===== src/rtl/seven_seg_scanner.sv =====
// Multiplexed common-anode 7-segment driver: guard + PWM slot timing,
// display data double-buffered and committed on frame boundaries.
module seven_seg_scanner #(
  parameter int DIGITS   = 4,
  parameter int PRESCALE = 3125,
  parameter int SLOT_W   = 4,
  parameter int GUARD    = 1
) (
  input  logic                Clk,
  input  logic                reset,
  input  logic                load,
  input  logic [4*DIGITS-1:0] digit_data,
  input  logic [DIGITS-1:0]   dp_in,
  input  logic [DIGITS-1:0]   digit_en,
  input  logic [SLOT_W-1:0]   duty,
  output logic [DIGITS-1:0]   anode,
  output logic [6:0]          seg,
  output logic                dp_n,
  output logic                frame_start,
  output logic                pending
);

  localparam int PW = $clog2(PRESCALE);
  localparam int IW = $clog2(DIGITS);
  localparam logic [SLOT_W:0] G_X = (SLOT_W+1)'(GUARD);

  typedef struct packed {
    logic [4*DIGITS-1:0] data;
    logic [DIGITS-1:0]   dp;
    logic [DIGITS-1:0]   en;
  } disp_t;

  logic [1:0]        rst_sync_q;
  logic              rst_n;

  logic [PW-1:0]     presc_q, presc_d;
  logic [SLOT_W-1:0] phase_q, phase_d;
  logic [SLOT_W-1:0] duty_s_q, duty_s_d;
  logic [IW-1:0]     idx_q, idx_d;
  disp_t             pbuf_q, pbuf_d;
  disp_t             shadow_q, shadow_d;
  disp_t             in_w;
  logic              pend_q, pend_d;
  logic              tick, slot_end;
  logic              idx_last, boundary;

  logic [SLOT_W:0]   win_hi;
  logic              on_win, lit;
  logic [3:0]        nib;
  logic              dp_sel, en_sel;
  logic [DIGITS-1:0] anode_q, anode_d;
  logic [6:0]        seg_q, seg_d;
  logic              dpn_q, dpn_d;
  logic              fs_q;

  function automatic logic [6:0] hex_font(
    input logic [3:0] n
  );
    logic [6:0] f;
    unique case (n)
      4'h0: f = 7'b1000000;
      4'h1: f = 7'b1111001;
      4'h2: f = 7'b0100100;
      4'h3: f = 7'b0110000;
      4'h4: f = 7'b0011001;
      4'h5: f = 7'b0010010;
      4'h6: f = 7'b0000010;
      4'h7: f = 7'b1111000;
      4'h8: f = 7'b0000000;
      4'h9: f = 7'b0010000;
      4'hA: f = 7'b0001000;
      4'hB: f = 7'b0000011;
      4'hC: f = 7'b1000110;
      4'hD: f = 7'b0100001;
      4'hE: f = 7'b0000110;
      4'hF: f = 7'b0001110;
    endcase
    return f;
  endfunction

  // Async assert, release aligned to Clk through two flops.
  always_ff @(posedge Clk or negedge reset) begin
    if (!reset) begin
      rst_sync_q <= 2'b00;
    end else begin
      rst_sync_q <= {rst_sync_q[0], 1'b1};
    end
  end

  assign rst_n = rst_sync_q[1];

  assign in_w     = {digit_data, dp_in, digit_en};
  assign tick     = presc_q == PW'(PRESCALE - 1);
  assign slot_end = tick && (phase_q == '1);
  assign idx_last = idx_q == IW'(DIGITS - 1);
  assign boundary = slot_end && idx_last;

  always_comb begin
    presc_d  = tick ? '0 : presc_q + PW'(1);
    phase_d  = tick ? phase_q + SLOT_W'(1) : phase_q;
    idx_d    = idx_q;
    duty_s_d = duty_s_q;
    if (slot_end) begin
      idx_d    = idx_last ? '0 : idx_q + IW'(1);
      duty_s_d = duty;
    end
    pbuf_d   = load ? in_w : pbuf_q;
    pend_d   = load ? 1'b1 : pend_q;
    shadow_d = shadow_q;
    // A load coinciding with the boundary bypasses the pending buffer.
    if (boundary) begin
      pend_d   = 1'b0;
      shadow_d = load ? in_w : (pend_q ? pbuf_q : shadow_q);
    end
  end

  // Extra bit keeps GUARD+duty from wrapping; window clips at slot end.
  assign win_hi = G_X + {1'b0, duty_s_q};
  assign on_win = ({1'b0, phase_q} >= G_X)
               && ({1'b0, phase_q} < win_hi);

  always_comb begin
    nib    = '0;
    dp_sel = 1'b0;
    en_sel = 1'b0;
    for (int i = 0; i < DIGITS; i++) begin
      if (idx_q == IW'(i)) begin
        nib    = shadow_q.data[4*i +: 4];
        dp_sel = shadow_q.dp[i];
        en_sel = shadow_q.en[i];
      end
    end
    lit     = on_win && en_sel;
    anode_d = '1;
    for (int i = 0; i < DIGITS; i++) begin
      if (lit && idx_q == IW'(i)) begin
        anode_d[i] = 1'b0;
      end
    end
    seg_d = lit ? hex_font(nib) : 7'h7f;
    dpn_d = lit ? ~dp_sel : 1'b1;
  end

  always_ff @(posedge Clk or negedge rst_n) begin
    if (!rst_n) begin
      presc_q  <= '0;
      phase_q  <= '0;
      idx_q    <= '0;
      duty_s_q <= '0;
      pbuf_q   <= '0;
      shadow_q <= '0;
      pend_q   <= 1'b0;
      anode_q  <= '1;
      seg_q    <= 7'h7f;
      dpn_q    <= 1'b1;
      fs_q     <= 1'b0;
    end else begin
      presc_q  <= presc_d;
      phase_q  <= phase_d;
      idx_q    <= idx_d;
      duty_s_q <= duty_s_d;
      pbuf_q   <= pbuf_d;
      shadow_q <= shadow_d;
      pend_q   <= pend_d;
      anode_q  <= anode_d;
      seg_q    <= seg_d;
      dpn_q    <= dpn_d;
      fs_q     <= boundary;
    end
  end

  assign anode       = anode_q;
  assign seg         = seg_q;
  assign dp_n        = dpn_q;
  assign frame_start = fs_q;
  assign pending     = pend_q;

endmodule


===== config.mk =====
export PLATFORM = sky130hd
export DESIGN_NAME = seven_seg_scanner
export DESIGN_NICKNAME = d
export VERILOG_FILES = /design/src/rtl/seven_seg_scanner.sv
export SDC_FILE = /design/constraint.sdc
export NUM_CORES = 1
export LEC_CHECK = 0
export ABC_AREA = 1
export CAP_MARGIN = 0
export CORE_ASPECT_RATIO = 1.75
export CORE_UTILIZATION = 60
export DETAILED_ROUTE_END_ITERATION = 8
export DONT_BUFFER_PORTS = 1
export HOLD_SLACK_MARGIN = 0.1
export PLACE_DENSITY = 0.85
export SETUP_SLACK_MARGIN = 0.05
export SLEW_MARGIN = 20
export SYNTH_ARGS = -nofsm -noshare
export SYNTH_HDL_FRONTEND = slang
export SYNTH_SLANG_ARGS = --single-unit

===== constraint.sdc =====
create_clock -name Clk -period 7.67 [get_ports Clk]
set_clock_uncertainty 0.05 [all_clocks]
set_input_delay 1.9175 -clock Clk [delete_from_list [all_inputs] [get_ports Clk]]
set_output_delay 1.9175 -clock Clk [all_outputs]
set_load 0.01 [all_outputs]

==> impl_results.md, run 1 <==
* Main synth FF type: dfrtp_1
* Endpoint type of the worst setup path: flip-flop
* Share of the synthesized netlist area taken by xor and xnor gates at under 10%
* Worst hold path class: reg -> async
* Net count after synthesis at between 500 and 600
* GR Util met1 at between 20% and 30%
* Clock Latency Late Sink at 0.34 ns
* Clock tree sinks at 86
* Highest fanout seen on the critical path at 9
* Synth-to-layout area growth at 8.35%
* Slew Limit Fails at 0
* RSZ-0062 raised after global routing: no
* Fin crit period at 2.89 ns
* Simple logic cell fraction of the synthesized area at 30.0%
* Total inserted antenna cells at 0
* Number of nets with antenna violations after routing at 0
* #FFs+latches synth at 86
* Data arrival time of the critical path at 3.07 ns
* CTS tree: yes
* Commonest non-fill, non-tap cells in the layout: 196 x nand2_1, 73 x dfrtp_1, 51 x nand3_1
* Detailed-route wire length at about 8.2 mm
* Number of top-level pins at 45
* Wirelength per Cell at between 10 and 15 um
* Total CTS buffers at 9
* Adder-cell share of the synthesized area at 5.75%
* Syn Std Cell Area at ~0.0041 mm2
* Multi-input gate area in the final layout at between 0.0015 and 0.002 mm2
* Fraction of final layout cells sized beyond drive strength 1 at 7.74%
* Clock-pin slew of the registers on the worst-case setup and hold paths at 0.06 ns
* Core box area at between 0.006 and 0.007 mm2
* Per-cell via count in the routed design at 5.45
* Setup TNS at 0 ns
* Count of TritonRoute iterations in the first routing pass at 4
* Quantity of gates resized following cts at 0
* Register-to-register setup slack at about 4.8 ns
* Largest net degree at the start of global routing at 85
* Slew @ Worst Pin at ~0.85 ns
* Final weighted congestion of routability-driven global placement at approximately 0.85
* HPWL reported at the end of detailed placement at ~5.9 mm
* First-pass GRT wire length at ~14 mm
* DR vias at between 3000 and 4000
* Final period util at a little under two fifths
* Fillers at just over 500
* Largest family of logic cells by synthesized area: simple AND/OR/NAND/NOR gates
* Seq/Total Area, Yosys at a little over half
* Most Crowded Layer GR: met2
* Status: completed
* Fraction of synthesized area in multiplexers at 0%
* CP Launch Type: flip-flop
* Longest Clk Path Bufs at 2
* Synth unique cells at 36
* Drt drc at 0
* Starting density of the core at between 60% and 70%
* Number of nets in the final layout at 536
* Post-synth ARST share at 100%
* Number of placement rows at 39
* Met2 layer usage reported by global route at roughly 44%
* Y dimension of the die at between 100 and 150 um
* Final cell utilization of the core at between 60 and 70%
* Post-synthesis compound-gate area fraction at about 3.8%
* Die Wd at around 65 um
* Largest area contributor in the synthesized netlist: dfrtp_1
* Leading cell type in the layout, fill and taps excluded: nand2_1
* Via count of the first global-routing pass at between 3000 and 4000
* Total setup violations reported at the end of the flow at 0
* Total global-route track usage at 25.7%
* Average size of a mapped cell at between 8 and 9 um2
* Synthesized instance count at 491
* Grt total ovfl at 0
* Areal power density over the cells at ~210 mW/mm2
* Master cell of the clock root buffer: clkbuf_16
* EDFF count, synth at 0
* Port Buffers at 0
* Relative slew slack at between 40% and 50%
* Deepest level of the CTS H-tree at 3
* Peak VDD IR at 0.185 mV
* Area taken by flip-flops and latches at 0.00217 mm2
* Portion of synthesized cell area occupied by the leading cell type at 44.8%
* Final Hold Fails at 0
* Area enclosed by the die boundary at roughly 0.0072 mm2
* Achievable clock frequency at 0.346 GHz
* Critical path type: reg -> reg
* Number of antenna violations at the first check in global routing at 0
* Met3 track demand over resource in global routing at under 10%
* Number of post-CTS setup repair buffers at 0
* Hold buffers post-CTS at 0
* Max-cap violations at 0
* Leakage dissipation at ~2.4 nW
* Required time at the worst-slack endpoint at just under 8 ns
* Total power at 0.956 mW
* 1st-iter DRT viols at ~230
* Top area cells in the synthesized netlist: dfrtp_1 45%, nand2_1 18%, dfstp_2 7.6%
* Count of warnings emitted by yosys at 0
==> critical path, stage by stage, from the launching register on <==
cell	delay (ns)
dfrtp_1	0.41
inv_1	0.12
ha_1	0.37
inv_1	0.18
nor2_1	0.12
nor2_1	0.04
a21boi_0	0.70
inv_1	0.20
ha_1	0.28
nand2_1	0.12
nand2_1	0.07
nand2_1	0.05
nand3_1	0.07
==> power breakdown <==
part | total, mW | switching (mW) | internal, mW
Clock | 0.451 | 0.168 | 0.283
Sequential | 0.474 | 0.00733 | 0.467
Combinational | 0.0304 | 0.0207 | 0.00972
==> kinds of logic (layout without fill, tap and decap cells) <==
family                   after synthesis  in the layout
AO/OA/AOI/OAI                         29             29
XOR/XNOR                               9              9
adder cells (fa/ha/maj)               19             19
buffers and inverters                 59             59
flip-flops                            86             86
other                                  1              1
AND/OR/NAND/NOR                      288            288
==> metal layers <==
metal	wire length, um	part of all wire, %
met5	0	0
met1	3040	37
met3	414	5.1
met2	4440	54
met4	277	3.4
==> final cells by class <==
class	instances	area share, %
clock buffers	11	5.19
clock inverters	5	1.68
inverters	42	3.52
multi-input cells	346	38.3
flip-flops and latches	86	48.4
well taps	82	2.29
repair buffers	1	0.614
==> sequential cells by signal, summed over array words and instances (netlist names) <==
| name | count |
|---|---|
| duty_s_q | 4 |
| presc_q | 12 |
| frame_start | 1 |
| phase_q | 4 |
| pbuf_q | 24 |
| pending | 1 |
| shadow_q | 24 |
| rst_sync_q | 2 |
| idx_q | 2 |
| anode | 4 |
| dp_n | 1 |
| seg | 7 |
==> Yosys cell counts, drive strengths merged (4+ instances only) <==
library cell,n
nand2,198
dfrtp,74
nand3,53
inv,42
nor2,24
ha,19
o21ai,13
dfstp,12
a21oi,11
buf,10
clkbuf,7
xor2,6
nor3b,4
==> worst paths after layout <==
kind                       cells after the start            end     startpoint
setup / recovery                              12         seg[6]       idx_q[0]
hold / removal                                 0    presc_q[10]  rst_sync_q[1]
setup reg to reg                              12         seg[6]       idx_q[0]
hold reg to reg                                0    presc_q[10]  rst_sync_q[1]
max in group asynchronous                      0  rst_sync_q[1]          reset
min in group Clk                               0  rst_sync_q[1]  rst_sync_q[0]
==> per-stage QoR <==
stage          instances  area (um2)  setup slack [ns]  hold WS, ns
2_1_floorplan        491        4140              4.67        0.281
5_1_grt              573        4480              4.48        0.231
4_1_cts              572        4450              4.78        0.313
3_3_place_gp         556        4150              4.72        0.292
3_5_place_dp         556        4150              4.65        0.288
6_report             573        4480              4.78        0.197
Note: power is estimated with default switching activity, not from simulation.
==> inputs of run 2 (changes only) <==
--- a/config.mk
+++ b/config.mk
@@ -8,11 +8,11 @@
 export ABC_AREA = 1
 export CAP_MARGIN = 0
 export CORE_ASPECT_RATIO = 1.75
-export CORE_UTILIZATION = 60
+export CORE_UTILIZATION = 57
 export DETAILED_ROUTE_END_ITERATION = 8
 export DONT_BUFFER_PORTS = 1
 export HOLD_SLACK_MARGIN = 0.1
-export PLACE_DENSITY = 0.85
+export PLACE_DENSITY = 0.84
 export SETUP_SLACK_MARGIN = 0.05
 export SLEW_MARGIN = 20
 export SYNTH_ARGS = -nofsm -noshare
==> constraint.sdc (replaced) <==
create_clock -name Clk -period 2.5 [get_ports Clk]
set_clock_uncertainty 0.05 [all_clocks]
set_input_delay 0.625 -clock Clk [delete_from_list [all_inputs] [get_ports Clk]]
set_output_delay 0.625 -clock Clk [all_outputs]
set_load 0.01 [all_outputs]
==> impl_results.md, run 2 (synthesized netlist as in run 1, its figures left out) <==
* Required time at the worst-slack endpoint at 2.73 ns (-5.12 ns)
* Starting density of the core at 59.5% (-3.3 points)
* First-pass GRT wire length at 13.9 mm (-0.69%)
* Total power at 2.77 mW (+190%)
* Per-cell via count in the routed design at 5.42 (-0.38%)
* Number of top-level pins at 45 (unchanged)
* Number of antenna violations at the first check in global routing at 0 (unchanged)
* Total global-route track usage at 24.7% (-1.0 points)
* Final cell utilization of the core at 64.5% (-3.6 points)
* Final weighted congestion of routability-driven global placement at 0.915 (+7.3%)
* Number of nets with antenna violations after routing at 0 (unchanged)
* Port Buffers at 0 (unchanged)
* Number of nets in the final layout at 543 (+1.3%)
* Master cell of the clock root buffer: clkbuf_16
* Areal power density over the cells at 616 mW/mm2 (+190%)
* DR vias at 3157 (+1.2%)
* Amount of wire on met2 after detailed routing at 4.37 mm (-1.5%)
* Clock tree sinks at 86 (unchanged)
* Wirelength per Cell at 14.0 um (-1.8%)
* Area enclosed by the die boundary at 0.00761 mm2 (+5.1%)
* Worst hold path endpoint: rst_sync_q[1]
* Most frequent cell on the critical path: nand3_1
* Highest fanout seen on the critical path at 8 (-1)
* Endpoint type of the worst setup path: flip-flop
* Fin crit period at 2.29 ns (-0.599 ns)
* Clock-pin slew of the registers on the worst-case setup and hold paths at 0.06 ns (about the same)
* Worst hold path class: reg -> reg
* Die Wd at 66.4 um (+2.5%)
* Fillers at 558 (+9.6%)
* 1st-iter DRT viols at 288 (+28%)
* HPWL reported at the end of detailed placement at 5.74 mm (-1.9%)
* RSZ-0062 raised after global routing: no
* CTS tree: yes
* Commonest non-fill, non-tap cells in the layout: 196 x nand2_1, 73 x dfrtp_1, 51 x nand3_1
* Worst hold path depth at 0
* Reg-to-reg critical path endpoint: seg[3]
* Setup TNS at 0 ns (unchanged)
* Source of the critical timing path: idx_q[1]
* Detailed-route wire length at 8.15 mm (-0.28%)
* Startpoint of the worst register-to-register path: idx_q[1]
* Y dimension of the die at 115 um (+2.5%)
* Multi-input gate area in the final layout at 0.00172 mm2 (unchanged)
* Topmost layer with routed signal wires: met4
* Total setup violations reported at the end of the flow at 0 (unchanged)
* Cell with the biggest individual delay on the critical path: dfrtp_1
* Longest individual stage delay on the worst path at 0.41 ns (-0.29 ns)
* Via count of the first global-routing pass at 3136 (-0.096%)
* Number of placement rows at 40 (+2.6%)
* Met3 WL at 375 um (-9.4%)
* Routed length on met1 at 3.09 mm (+1.5%)
* Clock Latency Late Sink at 0.34 ns (about the same)
* Hold_sp: rst_sync_q[0]
* CP Launch Type: flip-flop
* Core box area at 0.00696 mm2 (+5.6%)
* Final Hold Fails at 0 (unchanged)
* Area after detailed placement at 0.00420 mm2 (+1.3%)
* Fraction of final layout cells sized beyond drive strength 1 at 9.24% (+1.5 points)
* Slew @ Worst Pin at 0.921 ns (+0.0687 ns)
* Largest net degree at the start of global routing at 75 (-12%)
* Longest Clk Path Bufs at 2 (unchanged)
* Grt total ovfl at 0 (unchanged)
* Data arrival time of the critical path at 2.52 ns (-0.55 ns)
* Total inserted antenna cells at 0 (unchanged)
* Achievable clock frequency at 0.437 GHz (+26%)
* Cell chain of the critical path: inv_1 -> ha_1 -> inv_1 -> nand3_1 -> nand2_1 -> a21boi_1 -> buf_4 -> ha_1 -> inv_1 -> nand3_1 -> nand3_1 -> nand3_1
* Drt drc at 0 (unchanged)
* Slew Limit Fails at 0 (unchanged)
* Deepest level of the CTS H-tree at 3 (unchanged)
* Total CTS buffers at 9 (unchanged)
* Number of cells traversed by the worst register-to-register path at 12 (unchanged)
* Final period util at 91.6% (+54 points)
* Synth-to-layout area growth at 8.44% (about the same)
* Count of TritonRoute iterations in the first routing pass at 4 (unchanged)
* Largest registers: pbuf_q x24, shadow_q x24, presc_q x12
* Status: completed
* Peak VDD IR at 0.512 mV (+180%)
* Critical path type: reg -> reg
* Area taken by flip-flops and latches at 0.00217 mm2 (unchanged)
* Relative slew slack at 38.6% (-4.1 points)
* Worst Hold Margin at 0.303 ns (+0.107 ns)
* Leakage dissipation at 2.38 nW (+0.57%)
* Finished Cell Area at 0.00449 mm2 (about the same)
* Max-cap violations at 0 (unchanged)
* Leading cell type in the layout, fill and taps excluded: nand2_1
* Register-to-register setup slack at 0.21 ns (-4.57 ns)
## run 2: cell type report
cell class	count	area share [%]
tap	84	2.34
timing repair buffer	8	1.39
clock inverter	7	1.09
inverter	42	3.51
clock buffer	9	5.02
multi-input combinational	346	38.2
sequential	86	48.4
## run 2: layer usage
| metal | up-vias | track usage [%] |
|---|---|---|
| met2 | 98 | 41.0 |
| met5 | - | 0 |
| met1 | 1488 | 27.0 |
| met4 | 0 | 16.3 |
| met3 | 29 | 6.77 |
| li1 | 1542 | - |
## run 2: worst max path at each step
stage          endpoint  slack, ns
6_report         seg[3]       0.21
5_1_grt          seg[3]       0.05
4_1_cts          seg[3]       0.19
3_5_place_dp     seg[3]       0.25
3_3_place_gp     seg[3]       0.37
2_1_floorplan    seg[3]       0.34
## run 2: worst max-delay path, delay by kind of cell, from the launching register on
family | cells | cell delay (ns)
AO/OA/AOI/OAI | 1 | 0.25
adder cells (fa/ha/maj) | 2 | 0.56
buffers and inverters | 4 | 0.54
flip-flops | 1 | 0.41
AND/OR/NAND/NOR | 5 | 0.42
## run 2: timing repair
item / 4_1_cts / 5_1_grt
hold buffers: 1 / 0
endpoints found under the hold margin: 2 / 0
buffers inserted: 0 / 0
setup endpoints to repair: 0 / 6
resized for setup: 0 / 1
## run 2: where the power goes
part           switching (mW)  internal, mW  leakage [nW]
Clock                   0.546         0.677         0.141
Combinational          0.0473        0.0285          1.15
Sequential             0.0348          1.43          1.09
Total                   0.628          2.14          2.38
## run 2: through the flow
step | std cells | worst slack [ns]
global placement | 565 | 0.374
CTS | 582 | 0.194
detailed placement | 565 | 0.249
finish | 582 | 0.211
floorplan | 491 | 0.339
global route | 582 | 0.0547
